File: src/rtl/dsp_cfg_pkg.sv
// Shared types and defaults for the DSP column frame loader.
// Includes the FSM state encoding and the even-parity helper.
package dsp_cfg_pkg;

  typedef enum logic [1:0] {
    IDLE   = 2'd0,
    SETUP  = 2'd1,
    STROBE = 2'd2,
    HOLD   = 2'd3
  } state_t;

  localparam int DEF_FRAME_BITS  = 32;
  localparam int DEF_MAX_FRAMES  = 20;
  localparam int DEF_COL_ADDR_W  = 5;
  localparam int DEF_FRAME_IDX_W = 5;
  localparam int COUNT_W         = 16;

  // Zero-extension leaves the parity unchanged, so any word up to 64 bits fits here.
  function automatic logic even_parity(input logic [63:0] d);
    return ^d;
  endfunction

endpackage

File: src/rtl/dsp_column_frame_loader_strobe_decoder.sv
// frame_strobe_decoder: frame index to one-hot FrameStrobe decode with enable.
// Produces all zeros when disabled or when the index is outside 0..MAX_FRAMES-1.
module frame_strobe_decoder #(
  parameter int MAX_FRAMES = 20,
  parameter int IDX_W      = 5
) (
  input  logic                  en,
  input  logic [IDX_W-1:0]      idx,
  output logic [MAX_FRAMES-1:0] onehot
);

  // One-hot decode; out-of-range indexes match no bit.
  always_comb begin
    onehot = '0;
    for (int i = 0; i < MAX_FRAMES; i++) begin
      onehot[i] = en && (int'(idx) == i);
    end
  end

endmodule

File: src/rtl/dsp_column_frame_loader.sv
// dsp_column_frame_loader: column-filtered frame loader driving FrameData/FrameStrobe.
// Optional even-parity check on s_data is enabled by defining DSP_FRAME_PARITY_EN.
module dsp_column_frame_loader
  import dsp_cfg_pkg::*;
#(
  parameter int FRAME_BITS    = DEF_FRAME_BITS,
  parameter int MAX_FRAMES    = DEF_MAX_FRAMES,
  parameter int COL_ADDR_W    = DEF_COL_ADDR_W,
  parameter int FRAME_IDX_W   = DEF_FRAME_IDX_W,
  parameter int COLUMN_INDEX  = 0,
  parameter int STROBE_CYCLES = 2
) (
  input  logic                              UserCLK,
  input  logic                              rst,
  input  logic                              s_valid,
  output logic                              s_ready,
  input  logic [COL_ADDR_W+FRAME_IDX_W-1:0] s_addr,
`ifdef DSP_FRAME_PARITY_EN
  input  logic [FRAME_BITS:0]               s_data,
`else
  input  logic [FRAME_BITS-1:0]             s_data,
`endif
  output logic [FRAME_BITS-1:0]             FrameData_O,
  output logic [MAX_FRAMES-1:0]             FrameStrobe_O,
  output logic                              busy,
  output logic                              err_pulse,
  output logic [COUNT_W-1:0]                frame_count
);

  localparam int CNT_W = 4;
  localparam logic [COL_ADDR_W-1:0] MY_COL = COL_ADDR_W'(COLUMN_INDEX);

  state_t                  state;
  state_t                  state_next;
  logic [FRAME_IDX_W-1:0]  idx;
  logic [CNT_W-1:0]        cnt;
  logic [COL_ADDR_W-1:0]   col_field;
  logic [FRAME_IDX_W-1:0]  idx_field;
  logic                    accept;
  logic                    col_match;
  logic                    idx_ok;
  logic                    par_ok;
  logic                    load;
  logic                    err_next;
  logic [MAX_FRAMES-1:0]   strobe_next;

  assign col_field = s_addr[COL_ADDR_W+FRAME_IDX_W-1 -: COL_ADDR_W];
  assign idx_field = s_addr[FRAME_IDX_W-1:0];
  assign accept    = s_valid && s_ready;
  assign col_match = (col_field == MY_COL);
  assign idx_ok    = (int'(idx_field) < MAX_FRAMES);

`ifdef DSP_FRAME_PARITY_EN
  assign par_ok = (s_data[FRAME_BITS] == even_parity(64'(s_data[FRAME_BITS-1:0])));
`else
  assign par_ok = 1'b1;
`endif

  // Strobe is registered alongside the state, so it is high exactly while in STROBE.
  frame_strobe_decoder #(
    .MAX_FRAMES(MAX_FRAMES),
    .IDX_W     (FRAME_IDX_W)
  ) u_decoder (
    .en    (state_next == STROBE),
    .idx   (idx),
    .onehot(strobe_next)
  );

  // Next-state and accept decisions; parity failure and bad index share one error pulse.
  always_comb begin
    state_next = state;
    load       = 1'b0;
    err_next   = 1'b0;
    case (state)
      IDLE: begin
        if (accept && col_match) begin
          if (!par_ok || !idx_ok) begin
            err_next   = 1'b1;
            state_next = IDLE;
          end else begin
            load       = 1'b1;
            state_next = SETUP;
          end
        end else begin
          state_next = IDLE;
        end
      end
      SETUP: state_next = STROBE;
      STROBE: begin
        if (cnt == {CNT_W{1'b0}}) begin
          state_next = HOLD;
        end else begin
          state_next = STROBE;
        end
      end
      HOLD: state_next = IDLE;
      default: state_next = IDLE;
    endcase
  end

  // State, registered outputs, strobe down-counter and saturating frame counter.
  always_ff @(posedge UserCLK) begin
    if (rst) begin
      state         <= IDLE;
      idx           <= '0;
      cnt           <= '0;
      FrameData_O   <= '0;
      FrameStrobe_O <= '0;
      s_ready       <= 1'b0;
      busy          <= 1'b0;
      err_pulse     <= 1'b0;
      frame_count   <= '0;
    end else begin
      state         <= state_next;
      FrameStrobe_O <= strobe_next;
      s_ready       <= (state_next == IDLE);
      busy          <= (state_next != IDLE);
      err_pulse     <= err_next;
      if (load) begin
        FrameData_O <= s_data[FRAME_BITS-1:0];
        idx         <= idx_field;
      end
      if (state == SETUP) begin
        cnt <= CNT_W'(STROBE_CYCLES - 1);
      end else if (state == STROBE && cnt != {CNT_W{1'b0}}) begin
        cnt <= cnt - 1'b1;
      end
      if (state == HOLD && frame_count != {COUNT_W{1'b1}}) begin
        frame_count <= frame_count + 1'b1;
      end
    end
  end

endmodule

File: config.mk
export PLATFORM = sky130hd
export DESIGN_NAME = dsp_column_frame_loader
export DESIGN_NICKNAME = d
export VERILOG_FILES = /design/src/rtl/dsp_cfg_pkg.sv /design/src/rtl/dsp_column_frame_loader_strobe_decoder.sv /design/src/rtl/dsp_column_frame_loader.sv
export SDC_FILE = /design/constraint.sdc
export NUM_CORES = 1
export LEC_CHECK = 0
export CORE_MARGIN = 5
export CORE_UTILIZATION = 49
export CTS_BUF_LIST = sky130_fd_sc_hd__clkbuf_4
export CTS_CLUSTER_DIAMETER = 60
export CTS_CLUSTER_SIZE = 8
export DETAILED_ROUTE_END_ITERATION = 6
export PLACE_DENSITY = 0.83
export SLEW_MARGIN = 25
export SYNTH_ARGS = -nofsm -noshare
export SYNTH_HDL_FRONTEND = slang
export SYNTH_SLANG_ARGS = --single-unit
File: constraint.sdc
create_clock -name UserCLK -period 3.1 [get_ports UserCLK]
set_input_delay 0.93 -clock UserCLK [delete_from_list [all_inputs] [get_ports UserCLK]]
set_output_delay 0.93 -clock UserCLK [all_outputs]
set_load 0.01 [all_outputs]
==> impl_metrics.json <==
{
  "yosys_most_used_dff": "dfxtp_1",
  "postCtsSetupBuffers": 0,
  "grtUsageTotal_pct": 17.6,
  "drv.max_cap_violation_count": 0,
  "post-route-worst-setup-slack_ns": 0.712,
  "status": "complete, no violations",
  "drtAntennaViolNets": 0,
  "synth_fp_nets": 372,
  "cts.reportedPaths.clkPinSlew_ns": 0.14,
  "async_reset_ff_share_pct": 0,
  "grt_setup_unrepaired": "false",
  "grt_max_degree": 62,
  "die_w_um": 90.5,
  "worst_hold_startpoint": "FrameData_O[9]",
  "timing.final.setup_violations": 0,
  "initial_antenna_violation_count": 0,
  "tritoncts_clock_tree": "yes",
  "mostFrequentLayoutCells": "clkdlybuf4s50_1, dfxtp_1, nor2_1",
  "post-route-drc-count": 0,
  "dp.final_hpwl_um": 5410,
  "cp.arrival_ns": 1.46,
  "grt_first_pass_wirelength_um": 12000,
  "hold_viol": 0,
  "synth_enable_flop_cells": 0,
  "insertedDiodeCount": 0,
  "worst-r2r-cell-count": 5,
  "slowest_delay_ns": 0.58,
  "worst_case_headroom_to_the_max_slew_limit_pct": 57.5,
  "totalPowerFinal_mw": 1.70,
  "kind_of_cell_adding_the_most_delay_to_the_critical_path": "buffers and inverters",
  "num_cts_buffers": 9,
  "r2r_setup_slack_ns": 1.13,
  "post_cts_hold_fix_bufs": 0,
  "sort_of_element_at_the_start_of_the_critical_path": "register",
  "dpl-instance-area_um2": 4330,
  "average_cell_area_after_synthesis_um2": 9.95,
  "clkSinkCount": 82,
  "timing.critical_path.to": "frame_count[15]",
  "critical_path_class": "register to primary output",
  "critical_path_peak_fanout": 7,
  "start_util_pct": 50.3,
  "crit_path_cell_trace": "clkdlybuf4s50_1",
  "met2_track_usage_gr_pct": 28.3,
  "dr_vias": 2722,
  "clock_period_minus_final_worst_setup_slack_ns": 2.39,
  "critical_path_depth": 1,
  "cp_slowest_cell": "clkdlybuf4s50_1",
  "synth_warnings": 0,
  "clock-skew-final_ns": 0.0158,
  "timing.critical_path.from": "frame_count[15]",
  "ir_drop_uv": 311,
  "setup_tns_final_ns": 0,
  "grt.met3_usage_pct": 6.75,
  "first_global_vias": 2585,
  "numPortBuffers": 115,
  "layout_commonest_cell": "clkdlybuf4s50_1",
  "crit-reg2reg-launch": "frame_count[0]",
  "boundaryPins": 116,
  "power.static_leakage_nw": 1.82,
  "netlist_area_um2": 3170,
  "fp-row-count": 29,
  "critPathCaptureType": "primary output",
  "worst_hold_path_type": "register to register",
  "max_clock_freq_mhz": 419,
  "detail_route.wl_per_cell_um": 14.0,
  "synthesis.instances": 319,
  "detail_route.first_pass.iterations": 4,
  "wirelength_um": 7210,
  "yosysUniqueCellTypes": 45,
  "layout.cells.non_filler": 514,
  "critPathRequiredTime_ns": 2.17,
  "die_area_um2": 8190,
  "post-place-cells": 498,
  "regToRegEndpoint": "frame_count[3]",
  "drive_gt1_share_pct": 6.41,
  "place_ws_ns": 0.357,
  "dieHeight_um": 90.5,
  "final_min_period_over_clock_period_pct": 77.0,
  "busiest_layer_in_global_routing": "met2",
  "floorplan.core_area_um2": 6310,
  "worst_pin_slew_ns": 0.638,
  "drv_slew": 0,
  "vias_per_inst": 5.30,
  "ys_seq_area_share_pct": 51.7,
  "clock-root-buffer": "clkbuf_4",
  "area_growth_syn_to_layout_pct": 40.3,
  "detail_route.iter0.violations": 49,
  "postLayoutCellArea_um2": 4450,
  "grt.met1_usage_pct": 20.9,
  "power_per_cell_area_nw_per_um2": 383,
  "clock_tree.htree_level_count": 3,
  "fin_nets": 485,
  "critPathBufInv": 1,
  "post_cts_resized": 0,
  "clkLatencyLatePin_ns": 0.42,
  "cts-root-to-sink-buffers": 2,
  "synth.ff_latch_count": 82,
  "routabilityCongestion": 0.726,
  "grt_overflow": 0
}
[routing by layer]
metal	up-vias	wire, µm
met2	94	3380
met3	12	665
met1	1262	3040
li1	1354	-
met4	0	126
met5	-	0
[area by class of cell]
class                           instances  area (µm²)
Clock buffer                            9        67.6
Inverter                                7        26.3
Sequential cell                        82        1640
Multi-Input combinational cell        214        1400
Tap cell                               77        96.3
Fill cell                             497        1860
Timing Repair Buffer                  118        1170
Clock inverter                          7        56.3
[registers in the layout, indices dropped and copies added, names as in the netlist]
| signal | flops |
|---|---|
| cnt | 4 |
| frame_count | 16 |
| FrameData_O | 32 |
| state | 2 |
| s_ready | 1 |
| busy | 1 |
| FrameStrobe_O | 20 |
| idx | 5 |
| err_pulse | 1 |
[report_power, final]
group / leakage [nW] / internal (mW) / switching (mW)
clock network: 0.0681 / 0.178 / 0.387
logic: 1.10 / 0.0564 / 0.0266
registers: 0.661 / 1.06 / 0.00135
total: 1.82 / 1.29 / 0.415
[cell families after synthesis]
family	count (synthesis)	synth area share [%]
DFF	82	51.7
muxes	37	11.7
xor gates and xnor gates	2	0.552
AOI/OAI and AO/OA	38	6.98
adders and majority gates	8	3.15
buffers and inverters	23	4.26
and+or+nand+nor	129	21.7
[cells in the mapped netlist, types with 2 or more instances]
cell type   n  area share (%)
a21oi_1    16             2.5
and2_1      3            0.59
and4_2      2            0.63
buf_2       5            0.79
buf_4       2            0.47
buf_6       2            0.71
clkbuf_1    5            0.59
clkbuf_8    2            0.87
dfxtp_1    82              52
ha_1        8             3.2
inv_1       7            0.83
mux2i_1    37              12
nand2_1     9             1.1
nand3_1     6            0.95
nand3b_1    4            0.95
nand4_1     4            0.79
nor2_1     45             5.3
nor2b_1     3            0.59
nor3_1     26             4.1
nor4_1      2            0.39
o21ai_0     7             1.1
o21ai_1     7             1.1
or3_1      13             2.6
[worst min path at each step]
stage | slack (ns) | depth (start not counted) | end
finish | 0.51 | 2 | FrameData_O[9]
CTS | 0.52 | 2 | FrameData_O[18]
global placement | 0.47 | 2 | FrameData_O[30]
detailed placement | 0.48 | 2 | FrameData_O[18]
global route | 0.55 | 2 | frame_count[13]
floorplan | 0.51 | 2 | cnt[2]
[per-stage QoR]
stage	hold WS (ns)	util [%]
floorplan	0.513	-
global placement	0.473	68.6
detailed placement	0.484	68.6
CTS	0.516	70.6
global route	0.549	70.6
finish	0.509	70.6
Note: power is estimated with default switching activity, not from simulation.
